`src/rtl/soc_it_msg_send_ctrl_pkg.sv`:
```
// Shared types for the SOC_IT message send path: word width, FSM states, and the buffered word format.
package soc_it_msg_pkg;

  localparam int MSG_W = 128;

  typedef enum logic [1:0] {
    ST_IDLE = 2'd0,
    ST_REQ  = 2'd1,
    ST_XFER = 2'd2
  } msg_state_e;

  // One buffered word: payload plus its end-of-message marker.
  typedef struct packed {
    logic             last;
    logic [MSG_W-1:0] data;
  } msg_word_t;

endpackage

```
`src/rtl/soc_it_msg_send_ctrl_if.sv`:
```
// User word stream and SOC_IT request/ack + beat stream, bundled as one port.
interface soc_it_msg_send_ctrl_if;
  import soc_it_msg_pkg::*;

  logic             in_valid;
  logic             in_ready;
  logic [MSG_W-1:0] in_data;
  logic             in_last;
  logic             recv_msg_request;
  logic             recv_msg_ack;
  logic             recv_msg_src_rdy;
  logic             recv_msg_dst_rdy;
  logic [MSG_W-1:0] recv_msg_payload;

  modport master (
    output in_valid, in_data, in_last, recv_msg_ack, recv_msg_dst_rdy,
    input  in_ready, recv_msg_request, recv_msg_src_rdy, recv_msg_payload
  );

  modport slave (
    input  in_valid, in_data, in_last, recv_msg_ack, recv_msg_dst_rdy,
    output in_ready, recv_msg_request, recv_msg_src_rdy, recv_msg_payload
  );

endinterface

```
`src/rtl/soc_it_msg_send_ctrl_fifo.sv`:
```
// Show-ahead word FIFO: rd_data always shows the head entry; no write-to-read bypass.
module soc_it_msg_fifo #(
  parameter int W     = 129,
  parameter int DEPTH = 16
) (
  input  logic                     clk,
  input  logic                     rst,
  input  logic                     wr_en,
  input  logic [W-1:0]             wr_data,
  input  logic                     rd_en,
  output logic [W-1:0]             rd_data,
  output logic                     full,
  output logic                     empty,
  output logic [$clog2(DEPTH):0]   count
);

  localparam int AW = $clog2(DEPTH);

  logic [W-1:0]  mem [DEPTH];
  logic [AW-1:0] wr_ptr;
  logic [AW-1:0] rd_ptr;
  logic          push;
  logic          pop;

  assign full    = (count == (AW+1)'(DEPTH));
  assign empty   = (count == '0);
  assign push    = wr_en && !full;
  assign pop     = rd_en && !empty;
  assign rd_data = mem[rd_ptr];

  // Storage is not reset; the pointers and count define what is valid.
  always_ff @(posedge clk) begin
    if (push) mem[wr_ptr] <= wr_data;
  end

  always_ff @(posedge clk or negedge rst) begin
    if (!rst) begin
      wr_ptr <= '0;
      rd_ptr <= '0;
      count  <= '0;
    end else begin
      if (push) wr_ptr <= wr_ptr + 1'b1;
      if (pop)  rd_ptr <= rd_ptr + 1'b1;
      case ({push, pop})
        2'b10:   count <= count + 1'b1;
        2'b01:   count <= count - 1'b1;
        default: ;
      endcase
    end
  end

endmodule

```
`src/rtl/soc_it_msg_send_ctrl.sv`:
```
// Buffers user message words, frames them (truncating at MAX_BEATS) and offers only
// complete messages to SOC_IT via request/ack followed by a src_rdy/dst_rdy beat stream.
module soc_it_msg_send_ctrl
  import soc_it_msg_pkg::*;
#(
  parameter int FIFO_DEPTH  = 16,
  parameter int MAX_BEATS   = 16,
  parameter int ACK_TIMEOUT = 1024
) (
  input  logic                          clk,
  input  logic                          rst,
  soc_it_msg_send_ctrl_if.slave         bus,
  output logic [$clog2(FIFO_DEPTH):0]   msg_pending,
  output logic                          ack_timeout,
  output logic                          len_err
);

  localparam int PW = $clog2(FIFO_DEPTH) + 1;
  localparam int BW = $clog2(MAX_BEATS + 1);
  localparam int TW = $clog2(ACK_TIMEOUT + 1);

  localparam logic [1:0] IDLE = ST_IDLE;
  localparam logic [1:0] REQ  = ST_REQ;
  localparam logic [1:0] XFER = ST_XFER;

  logic [1:0]    state;
  logic [BW-1:0] beat_cnt;
  logic [TW-1:0] tmo_cnt;

  msg_word_t     wr_word;
  msg_word_t     head;
  logic          fifo_full;
  logic          fifo_empty;
  logic [PW-1:0] fifo_cnt;

  logic          wr;
  logic          at_max;
  logic          pop;
  logic          last_pop;

  // in_ready is held low while reset is applied, then follows FIFO space.
  assign bus.in_ready = rst && !fifo_full;
  assign wr           = bus.in_valid && bus.in_ready;
  assign at_max       = (beat_cnt == BW'(MAX_BEATS - 1));

  assign wr_word.data = bus.in_data;
  assign wr_word.last = bus.in_last || at_max;

  assign pop      = (state == XFER) && bus.recv_msg_dst_rdy && !fifo_empty;
  assign last_pop = pop && head.last;

  soc_it_msg_fifo #(
    .W     (MSG_W + 1),
    .DEPTH (FIFO_DEPTH)
  ) u_fifo (
    .clk     (clk),
    .rst     (rst),
    .wr_en   (wr),
    .wr_data (wr_word),
    .rd_en   (pop),
    .rd_data (head),
    .full    (fifo_full),
    .empty   (fifo_empty),
    .count   (fifo_cnt)
  );

  // Write-side framing: a word reaching MAX_BEATS closes the message.
  always_ff @(posedge clk or negedge rst) begin
    if (!rst) begin
      beat_cnt    <= '0;
      len_err     <= 1'b0;
      msg_pending <= '0;
    end else begin
      if (wr) begin
        beat_cnt <= wr_word.last ? '0 : beat_cnt + 1'b1;
        if (at_max && !bus.in_last) len_err <= 1'b1;
      end
      case ({wr && wr_word.last, last_pop})
        2'b10:   msg_pending <= msg_pending + 1'b1;
        2'b01:   msg_pending <= msg_pending - 1'b1;
        default: ;
      endcase
    end
  end

  always_ff @(posedge clk or negedge rst) begin
    if (!rst) begin
      state       <= IDLE;
      tmo_cnt     <= '0;
      ack_timeout <= 1'b0;
    end else begin
      case (state)
        IDLE: begin
          if (msg_pending != '0 && fifo_cnt != '0) begin
            state   <= REQ;
            tmo_cnt <= '0;
          end
        end
        REQ: begin
          if (bus.recv_msg_ack) begin
            state <= XFER;
          end else begin
            // Saturating wait counter; the request is never withdrawn.
            if (tmo_cnt != TW'(ACK_TIMEOUT)) tmo_cnt <= tmo_cnt + 1'b1;
            if (tmo_cnt == TW'(ACK_TIMEOUT - 1)) ack_timeout <= 1'b1;
          end
        end
        XFER: begin
          if (last_pop) state <= IDLE;
        end
        default: state <= IDLE;
      endcase
    end
  end

  assign bus.recv_msg_request = (state != IDLE);
  assign bus.recv_msg_src_rdy = (state == XFER);
  assign bus.recv_msg_payload = (state == XFER) ? head.data : '0;

endmodule

```
`src/flat_wrapper.sv`:
```
// flat-port wrapper written by rule: the top's interface ports become plain ports
module soc_it_msg_send_ctrl_flat import soc_it_msg_pkg::*;
#(
  parameter int FIFO_DEPTH  = 16,
  parameter int MAX_BEATS   = 16,
  parameter int ACK_TIMEOUT = 1024
)
  (clk, rst, msg_pending, ack_timeout, len_err, bus_in_valid, bus_in_data, bus_in_last, bus_recv_msg_ack, bus_recv_msg_dst_rdy, bus_in_ready, bus_recv_msg_request, bus_recv_msg_src_rdy, bus_recv_msg_payload);
  soc_it_msg_send_ctrl_if bus_i ();
  input  logic clk;
  input  logic rst;
  output logic [$clog2(FIFO_DEPTH):0] msg_pending;
  output logic ack_timeout;
  output logic len_err;
  input wire logic [$bits(bus_i.in_valid)-1:0] bus_in_valid;
  input wire logic [$bits(bus_i.in_data)-1:0] bus_in_data;
  input wire logic [$bits(bus_i.in_last)-1:0] bus_in_last;
  input wire logic [$bits(bus_i.recv_msg_ack)-1:0] bus_recv_msg_ack;
  input wire logic [$bits(bus_i.recv_msg_dst_rdy)-1:0] bus_recv_msg_dst_rdy;
  output wire logic [$bits(bus_i.in_ready)-1:0] bus_in_ready;
  output wire logic [$bits(bus_i.recv_msg_request)-1:0] bus_recv_msg_request;
  output wire logic [$bits(bus_i.recv_msg_src_rdy)-1:0] bus_recv_msg_src_rdy;
  output wire logic [$bits(bus_i.recv_msg_payload)-1:0] bus_recv_msg_payload;
  assign bus_i.in_valid = bus_in_valid;
  assign bus_i.in_data = bus_in_data;
  assign bus_i.in_last = bus_in_last;
  assign bus_i.recv_msg_ack = bus_recv_msg_ack;
  assign bus_i.recv_msg_dst_rdy = bus_recv_msg_dst_rdy;
  assign bus_in_ready = bus_i.in_ready;
  assign bus_recv_msg_request = bus_i.recv_msg_request;
  assign bus_recv_msg_src_rdy = bus_i.recv_msg_src_rdy;
  assign bus_recv_msg_payload = bus_i.recv_msg_payload;
  soc_it_msg_send_ctrl #(.FIFO_DEPTH(FIFO_DEPTH), .MAX_BEATS(MAX_BEATS), .ACK_TIMEOUT(ACK_TIMEOUT)) u_core (.clk(clk), .rst(rst), .bus(bus_i), .msg_pending(msg_pending), .ack_timeout(ack_timeout), .len_err(len_err));
endmodule
```
`config.mk`:
```
export PLATFORM = sky130hd
export DESIGN_NAME = soc_it_msg_send_ctrl_flat
export DESIGN_NICKNAME = d
export VERILOG_FILES = /design/src/rtl/soc_it_msg_send_ctrl_pkg.sv /design/src/rtl/soc_it_msg_send_ctrl_if.sv /design/src/rtl/soc_it_msg_send_ctrl_fifo.sv /design/src/rtl/soc_it_msg_send_ctrl.sv /design/src/flat_wrapper.sv
export SDC_FILE = /design/constraint.sdc
export NUM_CORES = 2
export LEC_CHECK = 0
export ABC_AREA = 1
export BUFFER_PORTS_ARGS = -buffer_cell sky130_fd_sc_hd__buf_2
export CORE_ASPECT_RATIO = 1.4
export CORE_MARGIN = 8
export CORE_UTILIZATION = 45
export DETAILED_ROUTE_END_ITERATION = 8
export SYNTH_ARGS = -nofsm -noshare
export SYNTH_HDL_FRONTEND = slang
export SYNTH_SLANG_ARGS = --single-unit
```
`constraint.sdc`:
```
create_clock -name clk -period 12.1 [get_ports clk]
set_input_delay 1.815 -clock clk [delete_from_list [all_inputs] [get_ports clk]]
set_output_delay 1.815 -clock clk [all_outputs]
set_load 0.01 [all_outputs]
```
# Yosys cells after proc, flatten, opt, wreduce, memory -nomap -nowiden
# Memories as Yosys holds them, arrays and structs flattened.
# Cells that the tools add are included.
# classes
add_sub_neg,8
eq_ne,15
mux,14
bitwise_logic,1
reduce_logical,26
# ops
operator,count
$mux W128,1
$mux W11,3
$pmux W11 S2,1
$pmux W5 S2,2
$add A5 B1 Y5 const B,3
$add A11 B1 Y11 const B,1
$eq A11 B10 Y1 const B,1
$ne A11 B11 Y1 const B,1
$logic_and A1 B1 Y1,10
$reduce_bool A5 Y1,2
$sub A5 B1 Y5 const B,2
$add A4 B1 Y4 const B,2
$reduce_bool A2 Y1,4
$eq A2 B1 Y1 const B,3
$eq A2 B2 Y1 const B,3
$mux W2,3
$ne A2 B1 Y1 const B,3
$pmux W2 S3,1
$reduce_and A3 Y1,2
$eq A5 B4 Y1 const B,1
$eq A5 B5 Y1 const B,1
$logic_not A5 Y1,1
$mux W5,1
$ne A2 B2 Y1 const B,2
other kinds (7),10
# word_totals
ff_bits,38
mem_bits_rw,2064
inputBits,134
out_inout_bits,138
wordCells,74
memories,1
# mem_list
memory,depth,width,read_ports,rd_clocked_by_memory_dff,wr,line,text
u_core.u_fifo.mem,16,129,1,0,1,soc_it_msg_send_ctrl_fifo.sv:19,logic [W-1:0] mem [DEPTH];

# Longest topological paths before layout
# depth
ltp_word,7
ltp_mapped,21
ltp_nobuf,17

# Modules after synthesis
# Synthesis repeated with hierarchy kept, for this count alone.
# hier_totals
cells_unflattened,7497
area_unflattened_um2,86500.5
# modules_own_cells
module,n_inst,cells_per_inst,area_each_um2
soc_it_msg_fifo,1,6998,83866.7
soc_it_msg_send_ctrl,1,499,2633.8

# Least setup slack after synthesis
# No wires, ideal clock.
# synth_timing
kind,in2reg
from,input rst
to,"memory u_core.u_fifo.mem[11][0], enable pin"
setup_time_ns,0.619
arrival_ns,7.729
slack_ns,3.751
cell_stages,4
path_buffers,0
cell_sequence,nand2_1 > nor2_1 > nand2_1 > nor2_1
# synth_between
elab_chain_len,5
# synth_lines
item,line,text
from (decl),flat_wrapper.sv:11,input logic rst;
$logic_and A1 B1 Y1,soc_it_msg_send_ctrl.sv:42,assign bus.in_ready = rst && !fifo_full;
$logic_and A1 B1 Y1,soc_it_msg_send_ctrl.sv:43,assign wr = bus.in_valid && bus.in_ready;
$logic_and A1 B1 Y1,soc_it_msg_send_ctrl_fifo.sv:27,assign push = wr_en && !full;
$mux W1,soc_it_msg_send_ctrl_fifo.sv:33,if (push) mem[wr_ptr] <= wr_data;
$mux W1 (implied by the code),soc_it_msg_send_ctrl_fifo.sv:33,
to (decl),soc_it_msg_send_ctrl_fifo.sv:19,
# No other way between the ends.

# Final worst setup path
# layout_timing
from,register u_core.u_fifo.rd_ptr[0]
to,output bus_recv_msg_payload[77]
# layout_between
elab_chain_len,2
# layout_lines
item,line,text
from (decl),soc_it_msg_send_ctrl_fifo.sv:21,logic [AW-1:0] rd_ptr;
from (signal assigned),soc_it_msg_send_ctrl_fifo.sv:43,if (pop) rd_ptr <= rd_ptr + 1'b1;
$mem_v2 Z16 W129,--,
$mux W128,soc_it_msg_send_ctrl.sv:118,assign bus.recv_msg_payload = (state == XFER) ? head.data : '0;
to (decl),flat_wrapper.sv:23,output wire logic [$bits(bus_i.recv_msg_payload)-1:0] bus_recv_msg_payload;
# No other way between the ends.

==> impl_metrics.py <==
metrics = {
    "clock_tree": {
        "post-cts-setup-buffer-count": 0,
        "clock-sinks": 2102,
        "ctsRootBufferMaster": "clkbuf_16",
        "numCtsBuffers": 198,
        "clock_path_buffers": 3,
        "htree_num_levels": 4,
        "cts_tree": "done",
        "clk_pin_slew_ns": 0.06,
        "cts_resized": 0,
        "insertion_delay_ns": 0.85,
        "cts-hold-fix-buffers": 0,
    },
    "placement": {
        "placed_cell_area_um2": 87300,
        "place_congestion": 0.762,
        "dp_hpwl_mm": 108,
        "io_buffers": 271,
        "place_ws_ns": 5.18,
    },
    "setup_path": {
        "reg2reg_from": "u_core.u_fifo.count[0]",
        "reg2reg_depth": 8,
        "crit_type": "flop to output pin",
        "setup.worst_path.start_class": "flop",
        "critPathCaptureType": "output pin",
        "crit_path_cell_trace": "buf_12 -> buf_4 -> buf_4 -> nor2_1 -> nor2_1 -> o21ai_1 -> nand3_1 -> nand3_1 -> a21oi_1 -> buf_2",
        "cp.required_ns": 10.28,
        "max_stage_delay_ns": 0.89,
        "crit_path_top_delay_cell": "dfrtp_4",
        "crit_fanout": 190,
        "ff2ff_setup_slack_ns": 7.15,
        "arrival_ns": 5.77,
        "r2r_end": "u_core.u_fifo.mem[6][54]",
    },
    "synth": {
        "synth_warnings": 0,
        "synth_top_area_cell": "edfxtp_1",
        "ys.flop_type": "edfxtp_1",
        "synth_fp_nets": 6872,
        "synthTopCellsByArea": "edfxtp_1, nor2_1, o21ai_0",
        "async_reset_ff_share_pct": 1.81,
        "seq_area_frac_synth_pct": 74.8,
        "synth_cell_type_count": 29,
        "avgSynthCellArea_um2": 12.5,
        "syn_inst": 6719,
        "synth_edf_count": 2064,
        "synth_common_cells": "edfxtp_1, nor2_1, o21ai_0",
        "yosysTopAreaCellShare_pct": 73.7,
        "synthMostInstantiatedCell": "edfxtp_1",
        "syn_area_um2": 84100,
        "ys_ff_latch": 2102,
    },
    "timing": {
        "worst_slew_pin_slew_ns": 1.27,
        "fin_crit_sh_pct": 62.6,
        "slew_headroom_pct": 15.0,
        "hold_violations": 0,
        "tns_ns": 0,
        "slew_viol_final": 0,
        "fin_skew_ns": 0.0323,
        "rsz0062_at_grt": "no",
        "period_minus_slack_ns": 7.58,
        "worst_slack_ns": 4.52,
        "clock.fmax_mhz": 132,
        "finalSetupViolations": 0,
    },
    "floorplan": {
        "ioPinCount": 272,
        "initial_core_util_pct": 45.1,
        "rows": 188,
        "coreArea_um2": 187000,
        "fp.dieW_um": 381,
        "dieArea_um2": 201000,
        "die_y_um": 528,
    },
    "detailed_routing": {
        "vias": 53409,
        "drtIter0Drc": 5275,
        "ant_nets": 0,
        "route.detailed.drc": 0,
        "dr_wl_met3_mm": 15.1,
        "wl_met1_mm": 94.1,
        "wl_met2_mm": 109,
        "top_layer": "met5",
        "first_pass_iters": 5,
        "vias_per_cell": 5.63,
        "wl_per_cell_um": 23.6,
        "totalWireLength_mm": 224,
    },
    "run": {
        "drv_cap": 0,
    },
    "global_routing": {
        "gr-total-overflow": 0,
        "grt_pass1_vias": 51707,
        "grt_usage_pct": 21.6,
        "grt_pass1_wl_mm": 333,
        "grt_max_degree": 227,
        "antenna_found_initial": 52,
    },
    "run_status": {
        "status": "finished, final reports clean",
    },
    "hold_path": {
        "worstHoldStart": "u_core.ack_timeout",
        "min_path_cells": 1,
        "min_path_type": "flop to flop",
        "hold_end": "u_core.ack_timeout",
    },
    "final_layout": {
        "n_fill_cell": 15990,
        "fin_nets": 6974,
        "final_area_um2": 93800,
        "seq_area_um2": 62900,
        "multi_input_area_um2": 18400,
        "syn_to_final_growth_pct": 11.5,
        "drive_gt1_share_pct": 9.34,
    },
    "pwr": {
        "power_uw": 21200,
        "power.density_nw_per_um2": 226,
        "leakagePower_uw": 0.0312,
        "vdd.ir_drop.worst_mv": 0.253,
    },
}
## power breakdown
group | internal [µW] | total, µW | switching [µW]
combinational | 1830 | 6430 | 4600
clock | 3430 | 6140 | 2710
sequential | 8380 | 8600 | 213
## placed cells by master, fill, tap and decap left out
master / n
clkinv_2: 32
fa_1: 2
clkinv_1: 53
edfxtp_1: 2064
dfrtp_1: 34
ha_1: 17
clkinv_16: 3
buf_2: 271
nor2_1: 1703
a21oi_1: 271
nand3_1: 439
nor2_4: 16
o22ai_1: 2
dfrtp_4: 4
a31o_2: 1
inv_8: 4
o21ai_0: 634
clkinv_8: 4
inv_1: 187
buf_12: 12
nor3_1: 6
diode_2: 24
o21ai_1: 413
clkbuf_1: 42
a21o_1: 1
inv_16: 2
nand4_1: 7
buf_4: 68
clkinvlp_4: 7
o211ai_1: 235
xor2_1: 9
xnor2_1: 4
nand2_1: 214
or2_2: 1
bufinv_16: 17
mux2i_1: 1
clkbuf_16: 202
inv_6: 4
clkinv_4: 5
## worst max-delay path, delay by kind of cell (launching register included)
kind | cells | cell delay (ns)
buffers and inverters | 4 | 2.52
AOI/OAI and AO/OA | 2 | 0.65
and+or+nand+nor | 4 | 0.47
DFF | 1 | 0.89
## registers in the layout, indices dropped and copies added (netlist names)
| name | cells |
|---|---|
| u_core.ack_timeout | 1 |
| u_core.msg_pending | 5 |
| u_core.u_fifo.mem | 2064 |
| u_core.len_err | 1 |
| u_core.tmo_cnt | 11 |
| u_core.u_fifo.wr_ptr | 4 |
| u_core.u_fifo.count | 5 |
| u_core.u_fifo.rd_ptr | 4 |
| u_core.state | 2 |
| u_core.beat_cnt | 5 |
## kinds of logic after synthesis
| kind of cell | after synthesis | synth area share (%) |
|---|---|---|
| buffers and inverters | 641 | 3.42 |
| adders and majority gates | 19 | 0.301 |
| xor gates and xnor gates | 13 | 0.135 |
| muxes | 1 | 0.0119 |
| and+or+nand+nor | 2386 | 11.3 |
| AOI/OAI and AO/OA | 1557 | 9.97 |
| DFF | 2102 | 74.8 |
## per-stage QoR
stage | instances | utilization, % | hold WS [ns]
2_1_floorplan | 6719 | - | 0.467
3_3_place_gp | 9091 | 46.8 | 0.462
3_5_place_dp | 9091 | 46.8 | 0.466
4_1_cts | 9461 | 50.2 | 0.483
5_1_grt | 9469 | 50.3 | 0.492
6_report | 9485 | 50.3 | 0.482
## routing by layer
| metal | GRT usage (%) | up-vias |
|---|---|---|
| met4 | 6.14 | 30 |
| met5 | 0 | - |
| met3 | 3.76 | 379 |
| met2 | 36.2 | 1888 |
| met1 | 29.1 | 26741 |
| li1 | - | 24371 |
## layout make-up
class	instances	share of cell area [%]
well taps	2470	3.30
diodes	24	0.0640
repair buffers	351	2.25
inverters	192	0.818
multi-input cells	3976	19.6
clock inverters	126	1.25
clock buffers	244	5.56
flip-flops and latches	2102	67.1
## worst max-delay path by stage
stage                                        from                       end  cells past startpoint
after global routing      u_core.u_fifo.rd_ptr[0]  bus_recv_msg_payload[77]                     10
after detailed placement                      rst  u_core.u_fifo.mem[6][58]                      8
after CTS                 u_core.u_fifo.rd_ptr[0]   bus_recv_msg_payload[0]                      8
final                     u_core.u_fifo.rd_ptr[0]  bus_recv_msg_payload[77]                     10
after floorplan                               rst  u_core.u_fifo.mem[11][0]                      4
after global placement                        rst  u_core.u_fifo.mem[6][56]                      8
Power figures use the tool's default switching activity.
